### src/rtl/sort_arbiter.sv
// sort_arbiter: shares one fixed-latency pipelined sorting network between
// REQ_AMOUNT requesters. Round-robin grant, requester ID carried in a tag line
// that runs alongside the network, results buffered in a credit-protected
// first-word-fall-through FIFO and returned as a valid/ready stream.
// Optional feature: define SORT_ARBITER_CHECK_EN to build the tag/inflight
// consistency checker that drives the sticky err_o flag (tied 0 otherwise).
module sort_arbiter #(
  parameter int NUMBER_WIDTH   = 10,
  parameter int NUMBERS_AMOUNT = 10,
  parameter int REQ_AMOUNT     = 4,
  parameter int NET_LATENCY    = 9,
  parameter int FIFO_DEPTH     = 16,
  localparam int ID_WIDTH      = $clog2(REQ_AMOUNT)
) (
  input  logic                                                     clk_i,
  input  logic                                                     rst_n_i,
  input  logic [REQ_AMOUNT-1:0][NUMBERS_AMOUNT-1:0][NUMBER_WIDTH-1:0] req_data_i,
  input  logic [REQ_AMOUNT-1:0]                                    req_valid_i,
  output logic [REQ_AMOUNT-1:0]                                    req_ready_o,
  output logic [NUMBERS_AMOUNT-1:0][NUMBER_WIDTH-1:0]              net_data_o,
  output logic                                                     net_valid_o,
  input  logic [NUMBERS_AMOUNT-1:0][NUMBER_WIDTH-1:0]              net_data_i,
  input  logic                                                     net_valid_i,
  output logic [NUMBERS_AMOUNT-1:0][NUMBER_WIDTH-1:0]              res_data_o,
  output logic [ID_WIDTH-1:0]                                      res_id_o,
  output logic                                                     res_valid_o,
  input  logic                                                     res_ready_i,
  output logic                                                     err_o
);

  localparam int PTR_WIDTH = $clog2(FIFO_DEPTH);
  localparam int CNT_WIDTH = PTR_WIDTH + 1;

  typedef logic [NUMBERS_AMOUNT-1:0][NUMBER_WIDTH-1:0] vec_t;

  logic [ID_WIDTH-1:0]  ptr_reg;
  logic [CNT_WIDTH-1:0] inflight_reg;
  logic [CNT_WIDTH-1:0] fifo_count_reg;
  logic [PTR_WIDTH-1:0] wr_ptr_reg;
  logic [PTR_WIDTH-1:0] rd_ptr_reg;
  vec_t                 net_data_reg;
  logic                 net_valid_reg;
  logic [ID_WIDTH-1:0]  net_id_reg;
  logic                 tag_valid_reg [NET_LATENCY];
  logic [ID_WIDTH-1:0]  tag_id_reg    [NET_LATENCY];
  vec_t                 fifo_data_mem [FIFO_DEPTH];
  logic [ID_WIDTH-1:0]  fifo_id_mem   [FIFO_DEPTH];

  logic [CNT_WIDTH:0]   outstanding;
  logic                 can_issue;
  logic                 grant_found;
  logic [ID_WIDTH-1:0]  grant_id;
  logic [ID_WIDTH-1:0]  scan_id;
  logic                 accept;
  logic                 ret_tag_valid;
  logic [ID_WIDTH-1:0]  ret_tag_id;
  logic                 push;
  logic                 pop;
  logic                 fifo_empty;

  // Every vector in the network or in the FIFO holds a FIFO slot; only the
  // registered counts are used, so a pop frees its credit one cycle later.
  assign outstanding = {1'b0, inflight_reg} + {1'b0, fifo_count_reg};
  assign can_issue   = rst_n_i && (outstanding < (CNT_WIDTH+1)'(FIFO_DEPTH));

  // Round-robin search: first valid requester starting at the pointer.
  always_comb begin
    grant_found = 1'b0;
    grant_id    = '0;
    scan_id     = '0;
    for (int k = 0; k < REQ_AMOUNT; k++) begin
      scan_id = ID_WIDTH'((int'(ptr_reg) + k) % REQ_AMOUNT);
      if (!grant_found && req_valid_i[scan_id]) begin
        grant_found = 1'b1;
        grant_id    = scan_id;
      end
    end
  end

  assign accept      = can_issue && grant_found;
  assign req_ready_o = accept ? (REQ_AMOUNT'(1) << grant_id) : '0;

  // Issue stage: register the granted vector toward the network, advance the pointer.
  always_ff @(posedge clk_i or negedge rst_n_i) begin
    if (!rst_n_i) begin
      ptr_reg       <= '0;
      net_valid_reg <= 1'b0;
      net_data_reg  <= '0;
      net_id_reg    <= '0;
    end else begin
      net_valid_reg <= accept;
      if (accept) begin
        net_data_reg <= req_data_i[grant_id];
        net_id_reg   <= grant_id;
        ptr_reg      <= (grant_id == ID_WIDTH'(REQ_AMOUNT-1)) ? '0 : grant_id + 1'b1;
      end
    end
  end

  assign net_data_o  = net_data_reg;
  assign net_valid_o = net_valid_reg;

  // Tag line: one stage per network stage, fed from the issue register so the
  // last stage lines up with net_valid_i.
  generate
    for (genvar gi = 0; gi < NET_LATENCY; gi++) begin : g_tag
      if (gi == 0) begin : g_head
        // First tag stage captures what the network is sampling this cycle.
        always_ff @(posedge clk_i or negedge rst_n_i) begin
          if (!rst_n_i) begin
            tag_valid_reg[gi] <= 1'b0;
            tag_id_reg[gi]    <= '0;
          end else begin
            tag_valid_reg[gi] <= net_valid_reg;
            tag_id_reg[gi]    <= net_id_reg;
          end
        end
      end else begin : g_body
        // Later tag stages just shift.
        always_ff @(posedge clk_i or negedge rst_n_i) begin
          if (!rst_n_i) begin
            tag_valid_reg[gi] <= 1'b0;
            tag_id_reg[gi]    <= '0;
          end else begin
            tag_valid_reg[gi] <= tag_valid_reg[gi-1];
            tag_id_reg[gi]    <= tag_id_reg[gi-1];
          end
        end
      end
    end
  endgenerate

  assign ret_tag_valid = tag_valid_reg[NET_LATENCY-1];
  assign ret_tag_id    = tag_id_reg[NET_LATENCY-1];

  // A network word without a live tag is not ours and is dropped.
  assign push       = net_valid_i && ret_tag_valid;
  assign fifo_empty = (fifo_count_reg == '0);
  assign pop        = !fifo_empty && res_ready_i;

  // Inflight counter: vectors issued to the network but not yet returned.
  always_ff @(posedge clk_i or negedge rst_n_i) begin
    if (!rst_n_i) begin
      inflight_reg <= '0;
    end else if (accept && !push) begin
      inflight_reg <= inflight_reg + 1'b1;
    end else if (!accept && push) begin
      inflight_reg <= inflight_reg - 1'b1;
    end
  end

  // FIFO pointers and occupancy; push/pop may coincide at any occupancy.
  always_ff @(posedge clk_i or negedge rst_n_i) begin
    if (!rst_n_i) begin
      wr_ptr_reg     <= '0;
      rd_ptr_reg     <= '0;
      fifo_count_reg <= '0;
    end else begin
      if (push) wr_ptr_reg <= wr_ptr_reg + 1'b1;
      if (pop)  rd_ptr_reg <= rd_ptr_reg + 1'b1;
      case ({push, pop})
        2'b10:   fifo_count_reg <= fifo_count_reg + 1'b1;
        2'b01:   fifo_count_reg <= fifo_count_reg - 1'b1;
        default: fifo_count_reg <= fifo_count_reg;
      endcase
    end
  end

  // FIFO storage: plain write port, no reset needed since reads are gated by empty.
  always_ff @(posedge clk_i) begin
    if (push) begin
      fifo_data_mem[wr_ptr_reg] <= net_data_i;
      fifo_id_mem[wr_ptr_reg]   <= ret_tag_id;
    end
  end

  assign res_valid_o = !fifo_empty;
  assign res_data_o  = fifo_empty ? '0 : fifo_data_mem[rd_ptr_reg];
  assign res_id_o    = fifo_empty ? '0 : fifo_id_mem[rd_ptr_reg];

`ifdef SORT_ARBITER_CHECK_EN
  logic err_reg;

  // Sticky error: network valid disagrees with the tag line, or inflight would underflow.
  always_ff @(posedge clk_i or negedge rst_n_i) begin
    if (!rst_n_i) begin
      err_reg <= 1'b0;
    end else if ((net_valid_i != ret_tag_valid) ||
                 (push && !accept && (inflight_reg == '0))) begin
      err_reg <= 1'b1;
    end
  end

  assign err_o = err_reg;
`else
  assign err_o = 1'b0;
`endif

endmodule
### config.mk
export PLATFORM = sky130hd
export DESIGN_NAME = sort_arbiter
export DESIGN_NICKNAME = d
export VERILOG_FILES = /design/src/rtl/sort_arbiter.sv
export SDC_FILE = /design/constraint.sdc
export NUM_CORES = 2
export LEC_CHECK = 0
export CORE_UTILIZATION = 35
export DETAILED_ROUTE_END_ITERATION = 12
export PLACE_DENSITY = 0.56
export SLEW_MARGIN = 5
export SYNTH_ARGS = -nofsm -noshare
export SYNTH_HDL_FRONTEND = slang
export SYNTH_SLANG_ARGS = --single-unit
### constraint.sdc
create_clock -name clk_i -period 9.2 [get_ports clk_i]
set_clock_uncertainty 0.05 [all_clocks]
set_input_delay 0.92 -clock clk_i [delete_from_list [all_inputs] [get_ports clk_i]]
set_output_delay 0.92 -clock clk_i [all_outputs]
set_load 0.005 [all_outputs]
==> results.py <==
metrics = {
    "critical_path": {
        "required_ns": 8.23,
        "critPathCaptureType": "primary output",
        "cp_cell_sequence": "buf_4, buf_4, mux4_2, mux4_2, and2_1, clkdlybuf4s50_1",
        "r2r_cells": 13,
        "crit_arrival_ns": 4.86,
        "cp_slowest_stage_delay_ns": 0.94,
        "cp-start-kind": "register",
        "crit_type": "register to primary output",
        "cpMaxStageDelayCell": "dfrtp_4",
        "path_max_fanout": 49,
    },
    "layout": {
        "seq_area_um2": 52800,
        "nNetsFinal": 4722,
        "layout-drive-gt1-share_pct": 19.9,
        "largest_reg_flops": 1600,
        "multi_input_area_um2": 16900,
        "fin_cells": 7014,
        "nFillCells": 17382,
        "top_register": "fifo_data_mem",
        "area_growth_pct": 23.1,
    },
    "run_status": {
        "status": "completed",
    },
    "floorplan": {
        "die_y_um": 452,
        "start_util_pct": 35.3,
        "core_um2": 200000,
        "dieArea_um2": 204000,
        "die_w_um": 452,
        "rows": 164,
        "io_pins": 717,
    },
    "timing": {
        "setup_tns_ns": 0,
        "min_period_ns": 5.83,
        "min_period_over_period_pct": 63.4,
        "final_hold_viol_count": 0,
        "setup_ws_ns": 3.37,
        "tightest_slew_ns": 1.17,
        "slew_headroom_pct": 22.3,
        "slew_viol_final": 0,
        "clock.fmax_ghz": 0.171,
        "setup_viol": 0,
        "rsz0062_at_grt": "false",
    },
    "routing": {
        "drt_first_pass_iters": 5,
        "vias": 37535,
        "drc": 0,
        "avgViaCountPerCell": 5.35,
        "routed_wl_um": 207000,
        "wire_per_inst_um": 29.5,
        "drtAntennaViolNets": 0,
        "drt_iter0_drc": 2797,
    },
    "power": {
        "clkPwrFrac_pct": 29.6,
        "power_density_nw_per_um2": 297,
        "ir_drop_mv": 0.248,
        "pwr-share-seq_pct": 38.0,
        "p_comb_share_pct": 32.4,
        "power.internal_mw": 18.3,
        "p_switching_mw": 7.59,
        "total_power_mw": 25.9,
        "p_leak_nw": 28.1,
        "switching_share_pct": 29.3,
    },
    "placement": {
        "place_inst": 6656,
        "gp_congestion": 0.931,
        "place_ws_ns": 4.14,
        "dpl.hpwl_um": 118000,
        "port_buffers": 715,
    },
    "grt": {
        "overflow": 0,
        "grt_max_degree": 209,
        "grt_pass1_vias": 39975,
        "grt_use_total_pct": 20.1,
        "grt_antenna_before_repair": 45,
        "grt_pass1_wl_um": 292000,
    },
    "clock_network": {
        "clk_pin_slew_worst_paths_ns": 0.06,
        "cts_buffer_depth": 3,
        "cts_sinks": 1782,
        "cts_setup_buffers": 0,
        "cts_tree": "yes",
        "clkLatencyLatePin_ns": 0.79,
        "cts-root-buf": "clkbuf_16",
        "cts_resized": 0,
        "numCtsBuffers": 189,
        "cts_hold_buf": 0,
        "htreeDepth": 4,
    },
    "synth": {
        "yosysSeqAreaShare_pct": 74.5,
        "synth_area_per_cell_um2": 20.5,
        "async_flop_share_pct": 8.42,
        "synth.distinct_cells": 37,
        "yosys.area.top_type": "edfxtp_1",
        "synth_edf_count": 1632,
        "syn_nets": 3989,
        "synth_top_area_share_pct": 69.2,
        "syn_area_um2": 70800,
        "synth.most_common_cell": "edfxtp_1",
        "synth_cells": 3458,
        "yosys-top-cells-area": "edfxtp_1 (69%), mux4_2 (16%), dfrtp_1 (5.3%), nand2_1 (2.2%), nand4_1 (1.8%)",
        "yosysWarnings": 0,
        "synth_ff_type": "edfxtp_1",
        "yosys_register_bits": 1782,
        "synthTopCellsByCount": "edfxtp_1 (1632), mux4_2 (510), nand2_1 (415)",
    },
    "flow_run": {
        "maxCapViolCount": 0,
    },
    "hold_path": {
        "hold_class": "primary input to async pin",
    },
}
[stage by stage]
stage                     util [%]  hold WS (ns)  area (um^2)
final                         43.5         0.169        87200
after global routing          43.5         0.183        87200
after CTS                     43.5         0.148        87100
after detailed placement      40.3         0.285        80900
after global placement        40.3         0.284        80900
after floorplan                  -         0.281        70800
[power groups by stage]
stage | Sequential, mW | Combinational [mW] | Clock, mW
after floorplan | 9.74 | 5.30 | 0
after global placement | 10.0 | 8.56 | 0
after detailed placement | 10.0 | 8.57 | 0
after CTS | 9.85 | 8.60 | 7.85
after global routing | 9.89 | 8.98 | 8.13
final | 9.84 | 8.38 | 7.66
[final cells by class]
| cell class | count | area share [%] |
|---|---|---|
| repair buffers | 775 | 8.96 |
| clock inverters | 99 | 1.44 |
| diodes | 15 | 0.0431 |
| well taps | 2656 | 3.81 |
| flip-flops and latches | 1782 | 60.5 |
| inverters | 12 | 0.0603 |
| clock buffers | 244 | 5.74 |
| multi-input cells | 1431 | 19.4 |
[critical path: cells and delay by family, from the launching register on]
family / cells / cell delay, ns
and+or+nand+nor: 1 / 0.17
muxes: 2 / 0.89
DFF: 1 / 0.94
buffers and inverters: 3 / 1.91
[final timing paths]
kind	slack [ns]	endpoint	startpoint
min in group clk_i	0.28	tag_id_reg[8]	tag_id_reg[10]
max in group asynchronous	7.47	net_data_o[13]	rst_n_i
hold / removal	0.17	net_data_o[39]	rst_n_i
hold reg to reg	0.28	tag_id_reg[8]	tag_id_reg[10]
setup / recovery	3.37	res_data_o[44]	rd_ptr_reg[2]
setup reg to reg	5.05	inflight_reg[4]	fifo_count_reg[4]
[layout by cell type, fill, tap and decap left out, types with 10 or more instances in the layout]
cell / count
clkinv_2: 23
dfrtp_1: 146
clkbuf_16: 190
nor2_4: 12
clkbuf_1: 49
bufinv_16: 21
o211a_1: 100
diode_2: 15
inv_1: 10
nand2_1: 414
and2_1: 108
edfxtp_1: 1632
clkdlybuf4s50_1: 714
ha_1: 21
mux4_2: 510
clkinv_1: 30
nand4_1: 203
buf_12: 16
buf_4: 44
[metal layers]
layer  GRT usage [%]  share of wire [%]  vias to the layer above
met5               0              0.022                        -
met4            8.97                4.5                        6
met3            3.63                5.2                      370
met2            35.2                 52                     1274
met1            24.1                 38                    20173
li1                -                  -                    15712
[cells by family after synthesis]
family | count (synthesis) | synth area share (%)
xor gates and xnor gates | 15 | 0.186
adders and majority gates | 23 | 0.428
DFF | 1782 | 74.5
AOI/OAI and AO/OA | 125 | 1.63
and+or+nand+nor | 752 | 5.13
other | 1 | 0.00529
muxes | 515 | 16.3
buffers and inverters | 245 | 1.84
No activity file was read; power rests on OpenSTA's default activity.
